`src/rtl/bin_threshold_filter.sv`:
```
`timescale 1ns/1ps
// Grayscale binarization with a per-frame latched threshold, followed by a
// 3-tap horizontal majority filter; two register stages, one pixel out per pixel in.
module bin_threshold_filter #(
    parameter int unsigned H_ACT = 640,
    parameter int unsigned V_ACT = 480
) (
    input  logic       iCLK,
    input  logic       iRST,
    input  logic       iDVAL,
    input  logic [9:0] iRed,
    input  logic [9:0] iGreen,
    input  logic [9:0] iBlue,
    input  logic [9:0] iTHRESH,
    input  logic       iBYPASS,
    output logic [9:0] oDATA,
    output logic       oDVAL
);

    localparam int unsigned DW = 10;
    localparam int unsigned SW = 12;
    localparam int unsigned XW = (H_ACT > 1) ? $clog2(H_ACT) : 1;
    localparam int unsigned YW = (V_ACT > 1) ? $clog2(V_ACT) : 1;

    logic [XW-1:0] x_q, x_d;
    logic [YW-1:0] y_q, y_d;
    logic [DW-1:0] thr_q, thr_d;
    logic          s1_b_q, s1_b_d;
    logic          s1_vld_q, s1_vld_d;
    logic          s1_first_q, s1_first_d;
    logic          h1_q, h1_d;
    logic          h2_q, h2_d;
    logic          hv1_q, hv1_d;
    logic          hv2_q, hv2_d;
    logic [DW-1:0] data_q, data_d;
    logic          dval_q, dval_d;

    logic [SW-1:0] gray_sum;
    logic          frame_start;
    logic [DW-1:0] thr_use;
    logic          n1, n2, maj;

    assign gray_sum    = SW'(iRed) + SW'({iGreen, 1'b0}) + SW'(iBlue);
    assign frame_start = (x_q == '0) && (y_q == '0);
    assign thr_use     = frame_start ? iTHRESH : thr_q;

    // Missing left neighbours (line start) fall back to the current pixel.
    assign n1  = (hv1_q && !s1_first_q) ? h1_q : s1_b_q;
    assign n2  = (hv2_q && !s1_first_q) ? h2_q : s1_b_q;
    assign maj = (s1_b_q & n1) | (s1_b_q & n2) | (n1 & n2);

    always_comb begin
        x_d        = x_q;
        y_d        = y_q;
        thr_d      = thr_q;
        s1_b_d     = s1_b_q;
        s1_vld_d   = iDVAL;
        s1_first_d = s1_first_q;
        h1_d       = h1_q;
        h2_d       = h2_q;
        hv1_d      = hv1_q;
        hv2_d      = hv2_q;
        data_d     = data_q;
        dval_d     = s1_vld_q;

        if (iDVAL) begin
            // floor(sum/4) < thr is the same as sum < 4*thr, so no bits are dropped
            s1_b_d     = (gray_sum >= {thr_use, 2'b00});
            s1_first_d = (x_q == '0);
            if (frame_start) begin
                thr_d = iTHRESH;
            end
            if (x_q == XW'(H_ACT - 1)) begin
                x_d = '0;
                y_d = (y_q == YW'(V_ACT - 1)) ? '0 : y_q + YW'(1);
            end else begin
                x_d = x_q + XW'(1);
            end
        end

        if (s1_vld_q) begin
            data_d = (iBYPASS ? s1_b_q : maj) ? {DW{1'b1}} : '0;
            h1_d   = s1_b_q;
            h2_d   = h1_q;
            hv1_d  = 1'b1;
            hv2_d  = hv1_q && !s1_first_q;
        end
    end

    always_ff @(posedge iCLK or negedge iRST) begin
        if (!iRST) begin
            x_q        <= '0;
            y_q        <= '0;
            thr_q      <= '0;
            s1_b_q     <= 1'b0;
            s1_vld_q   <= 1'b0;
            s1_first_q <= 1'b0;
            h1_q       <= 1'b0;
            h2_q       <= 1'b0;
            hv1_q      <= 1'b0;
            hv2_q      <= 1'b0;
            data_q     <= '0;
            dval_q     <= 1'b0;
        end else begin
            x_q        <= x_d;
            y_q        <= y_d;
            thr_q      <= thr_d;
            s1_b_q     <= s1_b_d;
            s1_vld_q   <= s1_vld_d;
            s1_first_q <= s1_first_d;
            h1_q       <= h1_d;
            h2_q       <= h2_d;
            hv1_q      <= hv1_d;
            hv2_q      <= hv2_d;
            data_q     <= data_d;
            dval_q     <= dval_d;
        end
    end

    assign oDATA = data_q;
    assign oDVAL = dval_q;

endmodule

```
`config.mk`:
```
export PLATFORM = sky130hd
export DESIGN_NAME = bin_threshold_filter
export DESIGN_NICKNAME = d
export VERILOG_FILES = /design/src/rtl/bin_threshold_filter.sv
export SDC_FILE = /design/constraint.sdc
export NUM_CORES = 1
export LEC_CHECK = 0
export CAP_MARGIN = 20
export CORE_UTILIZATION = 25
export CTS_BUF_LIST = sky130_fd_sc_hd__clkbuf_16
export DETAILED_ROUTE_END_ITERATION = 7
export PLACE_DENSITY = 0.53
export SLEW_MARGIN = 20
export SYNTH_ARGS = -nofsm -noshare
export SYNTH_HDL_FRONTEND = slang
export SYNTH_SLANG_ARGS = --single-unit
```
`constraint.sdc`:
```
create_clock -name iCLK -period 2.6 [get_ports iCLK]
set_clock_uncertainty 0.2 [all_clocks]
set_input_delay 0.39 -clock iCLK [delete_from_list [all_inputs] [get_ports iCLK]]
set_output_delay 0.39 -clock iCLK [all_outputs]
set_load 0.005 [all_outputs]
```
# ---- Word-level counts from Yosys, hierarchy flattened
# Cells that the tools add are included.
# W data, S select, Z words.
dict set report classes {
  reduce_logical 7
  magnitude_cmp 1
  addsub 4
  bitwise 5
  muxes 7
  eq_ne 2
}
# cell count
set ops {}
lappend ops {{$mux W10} 3}
lappend ops {{$add A10 B11 Y12} 1}
lappend ops {{$add A12 B10 Y12} 1}
lappend ops {{$ge A12 B12 Y1} 1}
lappend ops {{$add A10 B1 Y10 const B} 1}
lappend ops {{$eq A10 B10 Y1 const B} 1}
lappend ops {{$logic_not A10 Y1} 1}
lappend ops {{$add A9 B1 Y9 const B} 1}
lappend ops {{$eq A9 B9 Y1 const B} 1}
lappend ops {{$logic_not A9 Y1} 1}
lappend ops {{$mux W9} 1}
lappend ops {{$and A1 B1 Y1} 3}
lappend ops {{$logic_and A1 B1 Y1} 3}
lappend ops {{$mux W1} 3}
lappend ops {{$or A1 B1 Y1} 2}
lappend ops {{$reduce_and A2 Y1} 1}
lappend ops {{$logic_not A1 Y1} 1}
dict set report word_totals {
  output_inout_bits 11
  inputBits 44
  elab_cells 38
  regBits 47
}

# ---- Longest topological paths before layout
dict set report logic_depth {
  ltp_word 8
  depth_mapped 15
}

# ---- Worst setup path before layout
# No wires, ideal clock.
dict set report synth_timing {
  path_type {input to register}
  from {input port iRed[1]}
  to {register s1_b_q}
  path_stages 15
  t_arrival_ns 3.281
  setup_ns 0.128
  path_buffers 0
  setup_slack_ns -1.009
  path_cell_list {inv_1 fa_1 inv_1 ha_1 fa_1 a21o_1 a21oi_1 o21ai_0 a31oi_1 xnor2_1 ha_1 a21o_1 a21o_1 a41oi_1 o21ai_0}
}
dict set report synth_via {
  elab_chain_len 3
}
# item line
set synth_lines {}
lappend synth_lines {{start, declared} 11} ;# input logic [9:0] iRed,
lappend synth_lines {{$add A10 B11 Y12} 43} ;# assign gray_sum = SW'(iRed) + SW'({iGreen, 1'b0}) + SW'(iBlue);
lappend synth_lines {{$add A12 B10 Y12} 43}
lappend synth_lines {{$ge A12 B12 Y1} 68} ;# s1_b_d = (gray_sum >= {thr_use, 2'b00});
lappend synth_lines {{end signal, assigned} 95} ;# s1_b_q <= 1'b0;
lappend synth_lines {{end signal, assigned} 108} ;# s1_b_q <= s1_b_d;
lappend synth_lines {{end, declared} 28} ;# logic s1_b_q, s1_b_d;
# Every way passes these cells.
# A chain may end at the register's enable or synchronous reset.

# ---- Worst setup path after layout
dict set report layout_timing {
  from {input port iBlue[1]}
  to {register s1_b_q}
}
dict set report layout_via {
  elab_chain_len 2
}
# item line
set layout_lines {}
lappend layout_lines {{start, declared} 13} ;# input logic [9:0] iBlue,
lappend layout_lines {{$add A12 B10 Y12} 43}
lappend layout_lines {{$ge A12 B12 Y1} 68}
# Every way passes these cells.

==> impl_results.md <==
* Placed cell count at between 400 and 500
* Placer Congestion at between 0.7 and 0.8
* Final setup violation count at 1
* Clock Root Buffer: clkbuf_16
* Slew Viols, Final at 0
* Top cells by area, synth: dfrtp_1 (35%), ha_1 (12%), fa_1 (7.4%)
* Cell variety after synth at 38
* CP cell instances: buf_8, inv_8, fa_1, inv_2, ha_4, fa_2, a21o_1, a21oi_2, o21ai_2, a31oi_2, xnor2_1, ha_1, a21o_1, a21o_1, a41oi_2, o21ai_1
* Worst rel slew slack at 43.3%
* RSZ-0062 raised after global routing: yes
* Starting density of the core at a little over a quarter
* Post-Syn Instances at about 250
* Leak pwr at 0.00176 uW
* Die X at around 110 um
* Yosys warns at 0
* Row count at 37
* Crit path kind: in2reg
* Main synth FF type: dfrtp_1
* Clk slew on worst S/H paths at roughly 50 ps
* Pre-Repair DR Iteration Count at 4
* N_diodes at 0
* Worst EP arrival at roughly 3100 ps
* CP Launch Type: input port
* Slew of the pin with the lowest slew margin at between 800 and 900 ps
* Top-count cell post-synth: dfrtp_1
* Crit path required time at roughly 2600 ps
* Die area at 11200 um^2
* Part of the cycle the worst path needs at 122%
* Final Util at around 37%
* Wirelength, routed at about 5.3 mm
* CTS H-tree depth at 2
* Core Footprint at 10400 um^2
* IO Port Bufs at between 50 and 60
* DR vias/cell at ~4.3
* Syn_area_per_cell at roughly 11 um^2
* Gr usage total at between 10% and 20%
* Post-synth top cells: dfrtp_1 (38), ha_1 (25), nand2_1 (19)
* Largest area contributor in the netlist: dfrtp_1
* Clock buffer depth at 2
* Achievable Freq at between 300 and 400 MHz
* Layout cells sized above 1 at between 20 and 25%
* CP Capture Type: register
* CTS Buf Count at 5
* Synthesized net count at about 330
* Met1 Resource Use GR at between 10% and 20%
* Minimum clock period at around 3200 ps
* CTS tree: done
* Crit Path Max Fanout at 2
* Via count at 2085
* Cell mode on critical path: a21o_1
* Peak supply drop at about 270 uV
* Area share of the largest cell type after synthesis at roughly a third
* Overall power at 2390 uW
* EDFF count, synth at 0
* GR peak layer: met2
* Die height at between 100 and 150 um
* Largest net degree at the start of global routing at 39
* Max_cap viols at 0
* Hold Crit Class: in2async
* Post-synth ARST share at 100%
* Slowest CP cell: fa_1
* First-pass GRT wire length at roughly 9 mm
* Fin cells at roughly 490
* Met2 global-route usage at approximately 17%
* Failing checks: negative setup slack
* CTS Sinks at 38
* Seq/Total Area, Yosys at about a third
* DRT iter0 DRCs at between 50 and 60
* Synth-to-layout area growth at 44.1%
* Slowest Stage Delay on Critical Path at roughly 540 ps
* Post-Synthesis Cell Area at between 2000 and 3000 um^2
* GR Overflow Total at 0
* Drt wl/cell at 11.0 um
* Fin worst setup slack at -568 ps
* Final ANT Viol Nets at 0
* Biggest regs: thr_q x10, x_q x10, y_q x9
* Vias in the first global route at ~2100
* DP Wirelength at roughly 4.2 mm
* Worst-Skew Late Latency at about 280 ps
* Synth Register Bits at 38
* DRC Markers at 0
* Ports at 55
* Total Nets Final at approximately 430
* Outcome: complete, but fails checks
* Reg2Reg Setup Slack at -280 ps
* Final hold vios at 0
* Met3 usage at under 10%
* PwrDens at about 610 nW/um^2
* Initial antenna violation count at 0
[power breakdown]
part	leakage (uW)	switching (uW)	total, uW	internal [uW]
clock network	0.0000724	223	570	346
registers	0.000486	65.1	742	677
logic	0.00120	427	1080	649
[per-layer routing]
layer | up-vias | routed length, um | share of wire, %
met2 | 33 | 2630 | 49
met5 | - | 0 | 0
met4 | 0 | 64 | 1.2
met3 | 5 | 216 | 4.0
met1 | 968 | 2440 | 46
li1 | 1079 | - | -
[final cells by class]
class	instances	area [um^2]
Fill cell	1031	6480
Multi-Input combinational cell	188	1670
Sequential cell	38	951
Timing Repair Buffer	104	905
Tap cell	136	170
Clock buffer	5	125
Inverter	13	56.3
Clock inverter	3	12.5
[timing repair]
action                                 in CTS  in global routing
buffers inserted                            3                  2
gates resized for setup                    34                  7
pin swaps                                  28                 16
endpoints found under the hold margin       0                  0
setup endpoints to repair                   1                  8
hold buffers                                0                  0
[layout by cell type, fill, tap and decap left out, types with 3 or more instances in the layout]
| cell | netlist | final |
|---|---|---|
| buf_4 | 14 | 50 |
| inv_1 | 13 | 11 |
| dfrtp_1 | 38 | 38 |
| nor3_1 | 3 | 3 |
| fa_1 | 10 | 9 |
| mux2i_1 | 13 | 13 |
| mux2_2 | 5 | 5 |
| clkdlybuf4s15_1 | 0 | 3 |
| clkdlybuf4s50_1 | 0 | 38 |
| xnor2_1 | 13 | 13 |
| a21oi_1 | 12 | 10 |
| nand4_1 | 6 | 6 |
| a21o_1 | 7 | 7 |
| clkbuf_16 | 0 | 5 |
| dlygate4sd2_1 | 0 | 8 |
| ha_1 | 25 | 21 |
| ha_4 | 0 | 3 |
| mux2_1 | 10 | 10 |
| nand2_1 | 19 | 19 |
| o21ai_0 | 9 | 7 |
| o21ai_1 | 2 | 3 |
| nor2_1 | 10 | 10 |
| xor2_1 | 4 | 4 |
| and3_1 | 6 | 4 |
| nand3_1 | 8 | 8 |
[through the flow]
step	area, um^2	setup slack, ps	TNS, ps	hold slack, ps
after floorplan	2730	-719	-719	-106
after global placement	3650	-1360	-1360	266
after detailed placement	3650	-1430	-1430	274
after CTS	3840	-674	-674	65.2
after global routing	3890	-719	-719	98.5
final	3890	-568	-568	21.9
[worst max-delay path, delay by kind of cell]
family	cells	cell delay, ps
adders and majority gates	4	1370
AOI/OAI and AO/OA	8	1120
xor gates and xnor gates	1	100
buffers and inverters	3	150
[logic make-up after synthesis]
logic type / synth area share [%]
AND/OR/NAND/NOR: 14.1
flip-flops: 35.3
AO/OA/AOI/OAI: 8.91
adder cells (fa/ha/maj): 19.0
buffers and inverters: 6.12
multiplexers: 11.1
XOR/XNOR: 5.52
[path summary, 6_finish.rpt]
| path | startpoint | to | cells past startpoint |
|---|---|---|---|
| hold reg to reg | thr_q[5] | thr_q[5] | 1 |
| min in group iCLK | thr_q[5] | thr_q[5] | 1 |
| setup / recovery | iBlue[1] | s1_b_q | 16 |
| setup reg to reg | x_q[1] | s1_b_q | 13 |
| max in group asynchronous | iRST | thr_q[1] | 1 |
| hold / removal | iRST | x_q[7] | 1 |
Power figures use the tool's default switching activity.
